File: src/rtl/pipe_defs.sv
// Shared decode definitions: opcodes, ALUOp encodings and the control bundle.
package pipe_defs;

  localparam logic [5:0] OP_RTYPE = 6'h00;
  localparam logic [5:0] OP_LW    = 6'h23;
  localparam logic [5:0] OP_SW    = 6'h2B;
  localparam logic [5:0] OP_BEQ   = 6'h04;
  localparam logic [5:0] OP_J     = 6'h02;
  localparam logic [5:0] OP_ADDI  = 6'h08;
  localparam logic [5:0] OP_SLTI  = 6'h0A;
  localparam logic [5:0] OP_ANDI  = 6'h0C;
  localparam logic [5:0] OP_ORI   = 6'h0D;

  typedef enum logic [1:0] {
    ALU_ADD   = 2'b00,
    ALU_SUB   = 2'b01,
    ALU_FUNCT = 2'b10,
    ALU_IMM   = 2'b11
  } aluop_t;

  // Field order is the order the ID/EX control bits are packed in.
  typedef struct packed {
    logic   alusrc;
    logic   memtoreg;
    logic   regwrite;
    logic   memread;
    logic   memwrite;
    logic   branch;
    aluop_t aluop;
  } ctrl_t;

  localparam ctrl_t CTRL_NONE = ctrl_t'(8'h00);

  // Control bundle for one opcode; unknown opcodes and j carry no control.
  function automatic ctrl_t decode_ctrl(input logic [5:0] op);
    ctrl_t c;
    c = CTRL_NONE;
    case (op)
      OP_RTYPE: begin c.regwrite = 1'b1; c.aluop = ALU_FUNCT; end
      OP_LW:    begin c.alusrc = 1'b1; c.memtoreg = 1'b1; c.regwrite = 1'b1; c.memread = 1'b1; end
      OP_SW:    begin c.alusrc = 1'b1; c.memwrite = 1'b1; end
      OP_BEQ:   begin c.branch = 1'b1; c.aluop = ALU_SUB; end
      OP_ADDI:  begin c.alusrc = 1'b1; c.regwrite = 1'b1; end
      OP_SLTI, OP_ANDI, OP_ORI: begin c.alusrc = 1'b1; c.regwrite = 1'b1; c.aluop = ALU_IMM; end
      default:  c = CTRL_NONE;
    endcase
    return c;
  endfunction

  function automatic logic op_legal(input logic [5:0] op);
    case (op)
      OP_RTYPE, OP_LW, OP_SW, OP_BEQ, OP_J, OP_ADDI, OP_SLTI, OP_ANDI, OP_ORI: return 1'b1;
      default: return 1'b0;
    endcase
  endfunction

  // Instructions whose rt field is a source operand rather than a destination.
  function automatic logic op_uses_rt(input logic [5:0] op);
    return (op == OP_RTYPE) || (op == OP_SW) || (op == OP_BEQ);
  endfunction

endpackage

File: src/rtl/reg_file_bp.sv
// Register file with two read ports; a same-cycle write-back is forwarded to the readers.
module reg_file_bp #(
  parameter int DATA_W = 32,
  parameter int NREG   = 32,
  localparam int REG_AW = ($clog2(NREG) < 5) ? 5 : $clog2(NREG)
) (
  input  logic              clk,
  input  logic              rst,
  input  logic              we,
  input  logic [REG_AW-1:0] wn,
  input  logic [DATA_W-1:0] wd,
  input  logic [REG_AW-1:0] ra1,
  input  logic [REG_AW-1:0] ra2,
  output logic [DATA_W-1:0] rd1,
  output logic [DATA_W-1:0] rd2
);

  logic [DATA_W-1:0] regs [NREG];
  logic              wr_ok;

  assign wr_ok = we && (wn != '0) && (int'(wn) < NREG);

  // Write port: register 0 and out-of-range indices are never written.
  always_ff @(posedge clk or negedge rst) begin
    if (!rst) begin
      for (int i = 0; i < NREG; i++) regs[i] <= '0;
    end else if (wr_ok) begin
      regs[wn] <= wd;
    end
  end

  // Read ports: x0 reads zero, a matching write-back wins over the stored value.
  always_comb begin
    rd1 = '0;
    rd2 = '0;
    if (ra1 != '0) begin
      if (wr_ok && wn == ra1)    rd1 = wd;
      else if (int'(ra1) < NREG) rd1 = regs[ra1];
    end
    if (ra2 != '0) begin
      if (wr_ok && wn == ra2)    rd2 = wd;
      else if (int'(ra2) < NREG) rd2 = regs[ra2];
    end
  end

endmodule

File: src/rtl/decode_stage.sv
// Instruction decode stage: decode, load-use hazard detection, jump resolution and ID/EX register.
module decode_stage
  import pipe_defs::*;
#(
  parameter int DATA_W = 32,
  parameter int NREG   = 32,
  parameter int CNT_W  = 16,
  localparam int REG_AW = ($clog2(NREG) < 5) ? 5 : $clog2(NREG)
) (
  input  logic              clk,
  input  logic              rst,
  input  logic              if_valid,
  input  logic [DATA_W-1:0] if_pc,
  input  logic [31:0]       if_instr,
  input  logic              wb_we,
  input  logic [REG_AW-1:0] wb_wn,
  input  logic [DATA_W-1:0] wb_wd,
  input  logic              ex_flush,
  output logic              id_stall,
  output logic              id_redirect,
  output logic [DATA_W-1:0] id_jump_addr,
  output logic              ex_valid,
  output logic [DATA_W-1:0] ex_pc,
  output logic [DATA_W-1:0] ex_rd1,
  output logic [DATA_W-1:0] ex_rd2,
  output logic [DATA_W-1:0] ex_imm,
  output logic [4:0]        ex_shamt,
  output logic [REG_AW-1:0] ex_wn,
  output logic              ex_alusrc,
  output logic              ex_memtoreg,
  output logic              ex_regwrite,
  output logic              ex_memread,
  output logic              ex_memwrite,
  output logic              ex_branch,
  output logic [1:0]        ex_aluop,
  output logic              illegal_instr,
  output logic [CNT_W-1:0]  stall_cnt
);

  logic [5:0]        opcode;
  logic [REG_AW-1:0] rs, rt, rd, dest;
  logic [15:0]       imm16;
  logic [DATA_W-1:0] imm_ext, rd1, rd2;
  ctrl_t             ctrl, ex_ctrl;
  logic              legal, uses_rt, load_bubble;

  assign opcode  = if_instr[31:26];
  assign rs      = REG_AW'(if_instr[25:21]);
  assign rt      = REG_AW'(if_instr[20:16]);
  assign rd      = REG_AW'(if_instr[15:11]);
  assign imm16   = if_instr[15:0];
  assign ctrl    = decode_ctrl(opcode);
  assign legal   = op_legal(opcode);
  assign uses_rt = op_uses_rt(opcode);
  assign dest    = (opcode == OP_RTYPE) ? rd : rt;
  assign imm_ext = (opcode == OP_ANDI || opcode == OP_ORI) ?
                   {{(DATA_W-16){1'b0}}, imm16} : {{(DATA_W-16){imm16[15]}}, imm16};

  reg_file_bp #(.DATA_W(DATA_W), .NREG(NREG)) u_rf (
    .clk(clk), .rst(rst),
    .we(wb_we), .wn(wb_wn), .wd(wb_wd),
    .ra1(rs), .ra2(rt),
    .rd1(rd1), .rd2(rd2)
  );

  // A load in EX whose destination feeds this instruction holds IF/ID; a flush overrides it.
  assign id_stall = !ex_flush && if_valid && ex_valid && ex_memread && (ex_wn != '0) &&
                    ((ex_wn == rs) || (uses_rt && ex_wn == rt));

  assign id_jump_addr = {if_pc[DATA_W-1:28], if_instr[25:0], 2'b00};
  assign id_redirect  = if_valid && (opcode == OP_J) && !id_stall;

  assign load_bubble = ex_flush || id_stall || !if_valid || !legal;

  // ID/EX register: data always follows ID, validity and control are cleared for bubbles.
  always_ff @(posedge clk or negedge rst) begin
    if (!rst) begin
      ex_valid      <= 1'b0;
      ex_pc         <= '0;
      ex_rd1        <= '0;
      ex_rd2        <= '0;
      ex_imm        <= '0;
      ex_shamt      <= '0;
      ex_wn         <= '0;
      ex_ctrl       <= CTRL_NONE;
      illegal_instr <= 1'b0;
    end else begin
      ex_valid      <= !load_bubble;
      ex_pc         <= if_pc;
      ex_rd1        <= rd1;
      ex_rd2        <= rd2;
      ex_imm        <= imm_ext;
      ex_shamt      <= if_instr[10:6];
      ex_wn         <= dest;
      ex_ctrl       <= load_bubble ? CTRL_NONE : ctrl;
      illegal_instr <= !ex_flush && !id_stall && if_valid && !legal;
    end
  end

  // Count stalled cycles, holding at the maximum value instead of wrapping.
  always_ff @(posedge clk or negedge rst) begin
    if (!rst)                            stall_cnt <= '0;
    else if (id_stall && stall_cnt != '1) stall_cnt <= stall_cnt + 1'b1;
  end

  assign ex_alusrc   = ex_ctrl.alusrc;
  assign ex_memtoreg = ex_ctrl.memtoreg;
  assign ex_regwrite = ex_ctrl.regwrite;
  assign ex_memread  = ex_ctrl.memread;
  assign ex_memwrite = ex_ctrl.memwrite;
  assign ex_branch   = ex_ctrl.branch;
  assign ex_aluop    = ex_ctrl.aluop;

endmodule

File: config.mk
export PLATFORM = sky130hd
export DESIGN_NAME = decode_stage
export DESIGN_NICKNAME = d
export VERILOG_FILES = /design/src/rtl/pipe_defs.sv /design/src/rtl/reg_file_bp.sv /design/src/rtl/decode_stage.sv
export SDC_FILE = /design/constraint.sdc
export NUM_CORES = 2
export LEC_CHECK = 0
export ABC_AREA = 1
export BUFFER_PORTS_ARGS = -buffer_cell sky130_fd_sc_hd__buf_2
export CAP_MARGIN = 20
export CORE_ASPECT_RATIO = 1.1
export CORE_MARGIN = 8
export CORE_UTILIZATION = 35
export CTS_BUF_LIST = sky130_fd_sc_hd__clkbuf_2
export DETAILED_ROUTE_END_ITERATION = 10
export PLACE_DENSITY_LB_ADDON = 0.12
export SLEW_MARGIN = 20
export SYNTH_ARGS = -nofsm -noshare
export SYNTH_HDL_FRONTEND = slang
export SYNTH_SLANG_ARGS = --single-unit
File: constraint.sdc
create_clock -name clk -period 1.7 [get_ports clk]
set_input_delay 0 -clock clk [delete_from_list [all_inputs] [get_ports clk]]
set_output_delay 0 -clock clk [all_outputs]
set_load 0.005 [all_outputs]
==> flow_summary.ini <==
[status]
status = finished, violations left
violations = negative hold slack, negative setup slack

[yosys]
synth_top_cell_area_share = 0.469
synth_area_sq_um = 62300
synthFlopType = dfrtp_1
synthMuxAreaShare = 0
synthTopCellsByCount = nand2_1 (1,955), o21ai_0 (1,382), dfrtp_1 (1,167)
yosys.area_share.simple = 0.214
synth_fa_ha_area_frac = 0.000201
yosysMostFrequentCell = nand2_1
synth_xor_area_frac = 0.00352
synth_top_cell_by_area = dfrtp_1
netlist-cell-type-count = 32
yosysSeqAreaShare = 0.469
ys_seq_elements = 1167
async_flop_share = 1.00
yosys_warnings = 0
synth.area.top_cells = dfrtp_1 (47%), nand2_1 (12%), o21ai_0 (11%)
synthCells = 8359
synth_edf_count = 0
synth_top_family_by_area = simple AND/OR/NAND/NOR gates
synth_area_per_cell_sq_um = 7.45
synth_compound_area_frac = 0.213

[grt]
grt_max_degree = 96
gr-usage-all-layers = 0.289
grt_antenna_before_repair = 10
grt_pass1_vias = 61700
grt_pass1_wl_mm = 418
overflow = 0

[timing]
fmax_mhz = 315
setup_ws_ns = -1.47
finalSetupViolCount = 319
timing.hold.ws_ns = -0.0132
rsz0062_at_grt = yes
skew_ns = 0.151
worst_slew_pin_slew_ns = 1.26
slew_viol_final = 0
period_needed_ns = 3.17
finalCritPeriodShare = 1.86
finalHoldViolations = 1
slew-limit-headroom = 0.161

[placement]
pre_cts_ws_ns = -0.0746
gp_congestion = 0.885
port_buffers = 301
dp_cells = 10800
hpwl_mm = 175

[clock_tree]
clock_path_buffers = 4
htreeDepth = 5
clk_latency_ns = 1.84
cts_root_buf = clkbuf_2
clock_sinks = 1167
cts_tree = done
cts_buffers = 344
path_clk_slew_ns = 0.11

[worst_hold_path]
min_path_cells = 15
hold_end = stall_cnt[13]$_DFFE_PN0P_
hold_class = input port to flip-flop
min_from = if_instr[30]

[drt]
drtAntennaViolNets = 0
drc = 0
dr.pass1.iters = 6
wl_mm = 288
vias = 64600
viasPerCell = 5.44
routedWlPerCell_microns = 24.3
drt_iter0_markers = 7073

[critical_path]
worst_path_most_repeated_cell = buf_6
startpoint_type = flip-flop
r2r_start = ex_wn[1]$_DFF_PN0_
worstReg2RegEnd = stall_cnt[9]$_DFFE_PN0P_
r2r_slack_ns = -0.49
rr_worst_depth = 15
worstPathRequired_ns = 1.70
path_delay_family = simple AND/OR/NAND/NOR gates
crit_chain = xor2_1 -> nor3_2 -> nand3_1 -> nand2_2 -> buf_6 -> nand2_4 -> inv_6 -> buf_6 -> buf_6
cpMaxStageDelayCell = dfrtp_2
critical_path_buf_inv_count = 4
cp-end-kind = output pin
max_stage_delay_ns = 0.46
crit_type = flip-flop to output pin
crit_arrival_ns = 3.17
crit_fanout = 4

[power]
p_leak_uw = 0.0372
peakVddDrop_mv = 0.699
power_density_nw_per_um2 = 947

[die]
ios = 304
die_area_sq_um = 192000
core.rowCount = 162
core-area_sq_um = 177000
chipHeight_microns = 458
initial_core_util = 0.352
die_w_microns = 418

[cells_and_area]
drive_gt1_frac = 0.168
layout-area-overhead-vs-synth_pct = 27.1
instances_no_fill = 11900
finalCoreUtilization = 0.447
final_nets = 9351

[flow_run]
drv_cap = 0
## where the power goes
group / switching [uW] / internal (uW) / leakage, uW
combinational: 10800 / 7020 / 0.0206
clock: 13100 / 8080 / 0.00224
sequential: 3120 / 32900 / 0.0144
## cell usage in the layout, fill, tap and decap left out, types with 385 or more instances in the layout
master and n:
dfrtp_1 1137, clkbuf_2 489, nand3_1 891, nand2_1 1930
inv_1 711, o211ai_1 460, dlygate4sd3_1 410, o21ai_0 1377
buf_4 385, a21oi_1 554
## worst max-delay path by stage
stage | cells past startpoint | endpoint | start
final | 9 | id_stall | ex_wn[1]$_DFF_PN0_
after global routing | 9 | id_redirect | ex_wn[2]$_DFF_PN0_
after CTS | 9 | id_stall | ex_wn[1]$_DFF_PN0_
after detailed placement | 8 | ex_rd2[17]$_DFF_PN0_ | if_instr[20]
after global placement | 8 | ex_rd2[17]$_DFF_PN0_ | if_instr[20]
after floorplan | 8 | stall_cnt[10]$_DFFE_PN0P_ | stall_cnt[0]$_DFFE_PN0P_
## flip-flops by register name, indices dropped and copies added, names as in the netlist
| name | flops |
|---|---|
| ex_aluop | 2 |
| ex_alusrc | 1 |
| ex_branch | 1 |
| ex_imm | 13 |
| ex_memread | 1 |
| ex_memwrite | 1 |
| ex_pc | 32 |
| ex_rd1 | 32 |
| ex_rd2 | 32 |
| ex_regwrite | 1 |
| ex_shamt | 4 |
| ex_valid | 1 |
| ex_wn | 5 |
| illegal_instr | 1 |
| stall_cnt | 16 |
| u_rf.regs | 1024 |
## metal layers
metal | global-route usage | routed length [microns]
met4 | 0.132 | 14400
met2 | 0.460 | 130000
met1 | 0.383 | 120000
met3 | 0.0517 | 23500
met5 | 0 | 18
## worst reg2reg max path: stages (launching register included)
cell	delay, ns
dfrtp_2	0.46
xor2_1	0.17
nor3_2	0.19
nand3_1	0.12
nand2_2	0.12
buf_6	0.10
buf_6	0.07
buf_4	0.09
buf_4	0.09
buf_4	0.09
buf_4	0.10
nand3_4	0.10
buf_12	0.17
buf_16	0.13
nand2_1	0.06
nand2_1	0.06
## kinds of logic (layout without fill, tap and decap cells)
| kind of cell | Yosys count | after routing |
|---|---|---|
| fa+ha+maj | 1 | 1 |
| simple gates | 3192 | 3192 |
| flops | 1167 | 1167 |
| xor+xnor | 25 | 25 |
| other cells | 1 | 10 |
| buf+inv | 1550 | 2667 |
| compound gates | 2423 | 2423 |
## stage by stage
| stage | setup TNS, ns | power (uW) | cell area (sq um) |
|---|---|---|---|
| 6_report | -131.07 | 74900 | 79200 |
| 3_3_place_gp | -1.21 | 52500 | 70500 |
| 2_1_floorplan | 0 | 46000 | 62300 |
| 5_1_grt | -158.75 | 79800 | 79200 |
| 3_5_place_dp | -1.71 | 52800 | 70500 |
| 4_1_cts | -220.92 | 75400 | 78700 |
## layout make-up
cell class	instances	area [sq um]
antenna	8	20.0
clock buffer	488	2440
clock inverter	91	434
fill	17900	97800
inverter	734	2800
multi-input combinational	5643	27200
sequential	1167	29200
tap	2378	2980
timing repair buffer	1354	14100
## what timing repair did
item,CTS,global route
hold buffers,414,33
pin swaps,19,16
buffers inserted,55,27
hold endpoints to repair,2302,865
gates resized for setup,132,44
setup endpoints to repair,166,681
gates cloned,3,1
Power figures use the tool's default switching activity.
